--- src/rtl/hub_sequencer.sv ---
// Ethernet-FireWire hub procedural sequencer: PC command / broadcast phase control with error recovery.
// Optional wait-state watchdog enabled by defining HUB_SEQ_TIMEOUT_EN.
module hub_sequencer #(
  parameter int          NODE_W   = 4,
  parameter logic [3:0]  ACK_DONE = 4'h1,
  parameter logic [3:0]  ACK_PEND = 4'h2,
  parameter int          TO_W     = 16,
  parameter int          TO_LIM   = 40000
) (
  input  logic              sysclk,
  input  logic              reset,
  input  logic              mode_req,
  input  logic [NODE_W-1:0] num_node,
  input  logic              init_done,
  input  logic              pc_req_new,
  input  logic              pc_req_txed,
  input  logic              bc_req_txed,
  input  logic              ack_rxed,
  input  logic [3:0]        ack_resp,
  input  logic              resp_rxed,
  input  logic              bc_resp_rxed,
  input  logic              trans_done,
  output logic [5:0]        status,
  output logic              hub_mode,
  output logic [1:0]        eth_master,
  output logic [NODE_W-1:0] bc_cnt,
  output logic              err_pulse,
  output logic [7:0]        err_cnt
);

  typedef enum logic [5:0] {
    INIT   = 6'b000000,
    PC_RX  = 6'b110000,
    PC_FTX = 6'b100001,
    PC_ACK = 6'b100100,
    PC_RSP = 6'b100110,
    PC_ETX = 6'b111000,
    BC_FTX = 6'b100011,
    BC_ACK = 6'b100101,
    BC_COL = 6'b100111,
    BC_ETX = 6'b101000
  } state_t;

  localparam bit TO_CFG_OK = (TO_LIM > 0) && (TO_LIM < (1 << TO_W));

  state_t            state, state_nx;
  logic              mode_nx, err_nx, bc_exit, to_hit;
  logic [NODE_W-1:0] cnt_nx, bc_lim, lim_nx;

  function automatic logic [7:0] sat_inc(input logic [7:0] v);
    return (v == 8'hFF) ? v : v + 8'd1;
  endfunction

  assign status = state;

  // Ethernet owner decode: bit5 clear is init, bit3 marks the Ethernet TX states
  always_comb begin
    eth_master = 2'b11;
    if (!status[5])     eth_master = 2'b00;
    else if (status[3]) eth_master = 2'b01;
    else if (status[4]) eth_master = 2'b10;
  end

`ifdef HUB_SEQ_TIMEOUT_EN
  logic [TO_W-1:0] timer;
  logic            counting;

  always_comb counting = state inside {PC_FTX, PC_ACK, PC_RSP, BC_FTX, BC_ACK, BC_COL};
  assign to_hit = counting && (timer == TO_W'(TO_LIM - 1));

  always_ff @(posedge sysclk) begin
    if (!reset)                               timer <= '0;
    else if ((state_nx != state) || !counting) timer <= '0;
    else                                      timer <= timer + TO_W'(1);
  end
`else
  assign to_hit = 1'b0 & TO_CFG_OK;
`endif

  always_ff @(posedge sysclk) begin
    if (!reset) begin
      state     <= INIT;
      hub_mode  <= mode_req;
      bc_cnt    <= '0;
      bc_lim    <= NODE_W'(1);
      err_pulse <= 1'b0;
      err_cnt   <= 8'd0;
    end else begin
      state     <= state_nx;
      hub_mode  <= mode_nx;
      bc_cnt    <= cnt_nx;
      bc_lim    <= lim_nx;
      err_pulse <= err_nx;
      if (err_nx) err_cnt <= sat_inc(err_cnt);
    end
  end

  always_comb begin
    state_nx = state;
    mode_nx  = hub_mode;
    cnt_nx   = bc_cnt;
    lim_nx   = bc_lim;
    err_nx   = 1'b0;
    bc_exit  = 1'b0;
    case (state)
      INIT:   if (init_done) state_nx = hub_mode ? BC_FTX : PC_RX;
      PC_RX: begin
        if (pc_req_new) state_nx = PC_FTX;
        else if (mode_req) begin
          state_nx = BC_FTX;
          mode_nx  = 1'b1;
        end
      end
      PC_FTX: begin
        if (pc_req_txed) state_nx = PC_ACK;
        else if (to_hit) begin err_nx = 1'b1; state_nx = PC_RX; end
      end
      PC_ACK: begin
        if (ack_rxed) begin
          if (ack_resp == ACK_DONE)      state_nx = PC_RX;
          else if (ack_resp == ACK_PEND) state_nx = PC_RSP;
          else begin err_nx = 1'b1; state_nx = PC_RX; end
        end else if (to_hit) begin err_nx = 1'b1; state_nx = PC_RX; end
      end
      PC_RSP: begin
        if (resp_rxed) state_nx = PC_ETX;
        else if (to_hit) begin err_nx = 1'b1; state_nx = PC_RX; end
      end
      PC_ETX: if (trans_done) state_nx = PC_RX;
      BC_FTX: begin
        if (bc_req_txed) state_nx = BC_ACK;
        else if (to_hit) begin err_nx = 1'b1; bc_exit = 1'b1; end
      end
      BC_ACK: begin
        if (ack_rxed && (ack_resp == ACK_DONE)) begin
          state_nx = BC_COL;
          cnt_nx   = '0;
          lim_nx   = (num_node == '0) ? NODE_W'(1) : num_node;
        end else if (ack_rxed || to_hit) begin
          err_nx  = 1'b1;
          bc_exit = 1'b1;
        end
      end
      BC_COL: begin
        if (bc_resp_rxed) begin
          cnt_nx = bc_cnt + NODE_W'(1);
          if (cnt_nx == bc_lim) state_nx = BC_ETX;
        end else if (to_hit) begin err_nx = 1'b1; bc_exit = 1'b1; end
      end
      BC_ETX: if (trans_done) bc_exit = 1'b1;
      default: state_nx = INIT;
    endcase
    // End of a broadcast cycle is the only point besides PC_RX where mode_req is honoured
    if (bc_exit) begin
      if (mode_req) state_nx = BC_FTX;
      else begin
        state_nx = PC_RX;
        mode_nx  = 1'b0;
      end
    end
  end

endmodule
--- config.mk ---
export PLATFORM = sky130hd
export DESIGN_NAME = hub_sequencer
export DESIGN_NICKNAME = d
export VERILOG_FILES = /design/src/rtl/hub_sequencer.sv
export SDC_FILE = /design/constraint.sdc
export NUM_CORES = 1
export LEC_CHECK = 0
export ABC_AREA = 1
export BUFFER_PORTS_ARGS = -buffer_cell sky130_fd_sc_hd__buf_2
export CAP_MARGIN = 25
export CORE_ASPECT_RATIO = 0.75
export CORE_MARGIN = 4
export CORE_UTILIZATION = 45
export DETAILED_ROUTE_END_ITERATION = 16
export HOLD_SLACK_MARGIN = 0.15
export PLACE_DENSITY = 0.7
export SLEW_MARGIN = 20
export SYNTH_ARGS = -nofsm -noshare
export SYNTH_HDL_FRONTEND = slang
export SYNTH_SLANG_ARGS = --single-unit
--- constraint.sdc ---
create_clock -name sysclk -period 4.93 [get_ports sysclk]
set_clock_uncertainty 0.2 [all_clocks]
set_input_delay 0.493 -clock sysclk [delete_from_list [all_inputs] [get_ports sysclk]]
set_output_delay 0.493 -clock sysclk [all_outputs]
set_load 0.02 [all_outputs]
==> impl.org <==
** Die
- Die Outline Area :: 4560 um^2
- Measured along the y axis, the die boundary spans 59.5 um.
- # rows :: 18
- Floorplan core area :: 3330 um^2
- Initial core utilization :: 47.7%
- The die is 76.6 um wide.
- Pin placement for this block handled 41 I/O pins.

** Critical path
- The setup check on the worst reg-to-reg path leaves a slack of 2.93 ns.
- Beginning of the worst register-to-register path :: status[2]
- In this design, the stage delay of the slowest critical-path cell is 0.37 ns.
- Cells on worst reg2reg path :: 10
- CP most frequent cell :: nor2_1
- Cell family contributing the most delay on the critical path :: simple AND/OR/NAND/NOR gates
- Kind of capture point of the worst setup path :: flop
- Along the worst path, the maximum fanout reaches 7.
- Worst Setup Start Kind :: flop
- Critical path arrival :: 1.97 ns
- STA puts the critical path data required time at 4.90 ns.
- Classification of the worst setup path :: flop to flop
- R2r endpoint :: status[4]
- The critical path goes through nor2_1, nand2_1, nor2_1, nand2_1, nand2_1, nor2_1, nand3_2, nand2_2, nor2_1, nor2_1.
- Worst path slowest cell :: dfxtp_1
- Bufs and invs on worst path :: 0

** Detailed routing
- After detailed routing, the average wire length per cell comes to 11.2 um.
- Average via count per standard cell :: 4.96
- The first detailed-routing pass took 4 iterations.
- The routed design has 3680 um of wire.
- Routed vias :: 1636
- After detailed routing, the number of remaining DRC violations is 0.
- The detailed router finished its first iteration with 123 violations.
- Number of nets still failing antenna checks after routing :: 0

** Power
- P_leak :: 0.969 nW
- Combinational power share :: 41.5%
- Net switching is 42.0% of the power.
- Maximum resistive drop on vdd :: 186 uV
- Switching power :: 0.000269 W
- Dividing total power by cell area gives a power density of 339 nW/um^2.
- The design draws 0.000640 W.
- Cell internal power was estimated by the tool at 0.000371 W.
- Seq pwr share :: 37.7%
- Of the total power, the clock network draws 20.9%.

** Logic synthesis
- After synthesis the cells add up to 1590 um^2.
- Count of distinct cell types in the synthesized netlist :: 33
- Total nets after synthesis :: 268
- Register area share after synthesis :: 30.2%
- A synthesized cell averages 6.44 um^2.
- Top FF cell, synth :: dfxtp_1
- For this run, the number of Yosys warnings is 0.
- In the synthesized netlist, the number of instances is 247.
- Count of flip-flops with a built-in enable after synthesis :: 0
- Async set-or-reset flop fraction in the synthesized netlist :: 0%
- In this run, synthesis produced a sequential element count of 24.

** Cells and area
- Cells fill 56.7% of the core in the end.
- Total number of nets in the final design :: 312
- Of the cells placed in the final design, the portion with a size suffix greater than 1 is 23.1%.
- The finished layout holds 330 standard cells, fillers aside.
- Count of inserted antenna diode cells :: 0
- Layout overhead on the synthesized area :: 18.9%

** STA
- Fin Setup TNS :: 0 ns
- Setup violations remaining at the end of the flow were counted as 0.
- Relative slew slack :: 75.5%
- Setup repair after global routing left no endpoint under its margin.
- The number of failing hold endpoints at the final stage is 0.
- Peak clock frequency supported by timing :: 501 MHz
- The number of max-slew violations in the final report was 0.
- The clock period could shrink to 2.00 ns.
- Transition time at the pin with the least slew margin :: 0.366 ns
- Final period util :: 40.5%

** Place
- Number of port buffers :: 40
- Hpwl dp :: 3020 um
- Cell count after placement :: 326
- Routability Congestion :: 0.943

** Clock tree
- The tree built by TritonCTS fans out to 24 sinks.
- H-tree levels :: 1
- Buffers inserted during clock tree synthesis total 3.
- Buffer cell driving the clock tree root :: clkbuf_8
- After clock tree synthesis, the setup repair step added 0 buffers.
- Post-cts resize count :: 0
- The clock reaches the later pin of the worst-skew pair after 0.27 ns.
- The clock passes through at most 2 buffers.
- TritonCTS built the clock tree.
- After clock tree synthesis, the clock-pin slew on the worst setup and hold paths is 0.08 ns.
- In this run, post-CTS hold repair placed 0 buffers.

** Run
- Number of max-cap violations :: 0

** Global route
- Via count of the first global-routing pass :: 1422
- The initial antenna violation count came to 0.
- Summed over all layers, the global routing overflow is 0.
- All-Layer GR Usage :: 17.4%
- Largest net degree at the start of global routing :: 16
- Global-route wire length before repair :: 6430 um

** Worst hold path
- The tightest min-delay check is of the input pin to flop type.
- Cell depth of the worst min-delay path :: 3
- The worst hold path terminates at bc_lim[0].
- Startpoint of the worst hold path :: num_node[0]

** Outcome
- The run finished with clean final reports.
-- sequential cells by signal (all words and copies together), names as in the netlist --
register and count:
hub_mode 1, bc_cnt 4, err_pulse 1, err_cnt 8, bc_lim 4, status 6
-- cells by family (layout without fill, tap and decap cells) --
| kind of cell | after synthesis | after routing | share of synthesized area [%] |
|---|---|---|---|
| and+or+nand+nor | 136 | 136 | 42.0 |
| xor gates and xnor gates | 2 | 2 | 1.10 |
| buffers and inverters | 44 | 87 | 10.5 |
| AOI/OAI and AO/OA | 39 | 39 | 14.6 |
| adders and majority gates | 2 | 2 | 1.57 |
| DFF | 24 | 24 | 30.2 |
-- worst max-delay path by stage --
stage	from	to	slack [ns]	cells after the start
after floorplan	bc_cnt[0]	status[0]	3.03	13
after global placement	ack_resp[3]	status[0]	3.00	11
after detailed placement	ack_resp[3]	status[0]	2.96	11
after global routing	bc_cnt[0]	status[5]	2.73	12
after CTS	status[2]	status[4]	2.99	10
final	status[2]	status[4]	2.93	10
-- metrics by stage --
stage / hold WS, ns / setup WS, ns / area, um^2
after floorplan: 0.242 / 3.03 / 1590
after global placement: 0.260 / 3.00 / 1840
after detailed placement: 0.263 / 2.96 / 1840
after CTS: 0.239 / 2.99 / 1890
after global routing: 0.246 / 2.73 / 1890
final: 0.243 / 2.93 / 1890
-- synthesized netlist by cell type, types with 2 or more instances --
cell type / instances / area [um^2]
nand3_1: 20 / 100
dfxtp_1: 24 / 480
nor2_1: 31 / 116
nor2_4: 4 / 45.0
o21ai_1: 4 / 20.0
o21ai_0: 7 / 35.0
nand2_4: 2 / 22.5
nand3_2: 2 / 20.0
nand2_2: 2 / 12.5
a21oi_1: 20 / 100
nand4_1: 7 / 43.8
nor3_1: 3 / 15.0
nand2_1: 57 / 214
inv_2: 3 / 11.3
inv_1: 39 / 146
ha_1: 2 / 25.0
nor2_2: 4 / 25.0
-- layout by cell type, fill, tap and decap left out, drive strengths merged --
cell,instances
xnor2,1
a31oi,1
nand3,23
nand2,61
o21ai,12
nand4,7
and3,1
nor3,4
buf,40
xor2,1
a22oi,1
o22ai,1
o311ai,1
o21a,1
ha,2
clkinv,1
dfxtp,24
inv,42
nor2,40
a21oi,22
clkbuf,4
-- worst register-to-register path: stages (launching register included) --
cell and delay, ns:
dfxtp_1 0.37, nor2_1 0.33, nand2_1 0.13, nor2_1 0.25, nand2_1 0.09, nand2_1 0.08
nor2_1 0.06, nand3_2 0.11, nand2_2 0.11, nor2_1 0.12, nor2_1 0.05
-- power by group through the flow --
| stage | Clock (W) | Combinational, W | Sequential, W |
|---|---|---|---|
| 2_1_floorplan | 0 | 0.000180 | 0.000261 |
| 3_3_place_gp | 0 | 0.000262 | 0.000246 |
| 3_5_place_dp | 0 | 0.000264 | 0.000246 |
| 4_1_cts | 0.000138 | 0.000265 | 0.000242 |
| 5_1_grt | 0.000145 | 0.000299 | 0.000248 |
| 6_report | 0.000134 | 0.000266 | 0.000241 |
-- metal layers --
| metal | global-route usage [%] | up-vias | wire (um) |
|---|---|---|---|
| li1 | - | 876 | - |
| met1 | 24.8 | 711 | 1870 |
| met2 | 25.7 | 45 | 1500 |
| met3 | 5.78 | 4 | 295 |
| met4 | 3.62 | 0 | 21 |
| met5 | 0 | - | 0 |
-- area by class of cell --
cell class | instances | area (um^2)
Tap cell | 40 | 50.0
Fill cell | 344 | 1440
Clock buffer | 4 | 55.1
Multi-Input combinational cell | 179 | 943
Timing Repair Buffer | 40 | 200
Inverter | 43 | 161
Sequential cell | 24 | 480
Power figures use the tool's default switching activity.
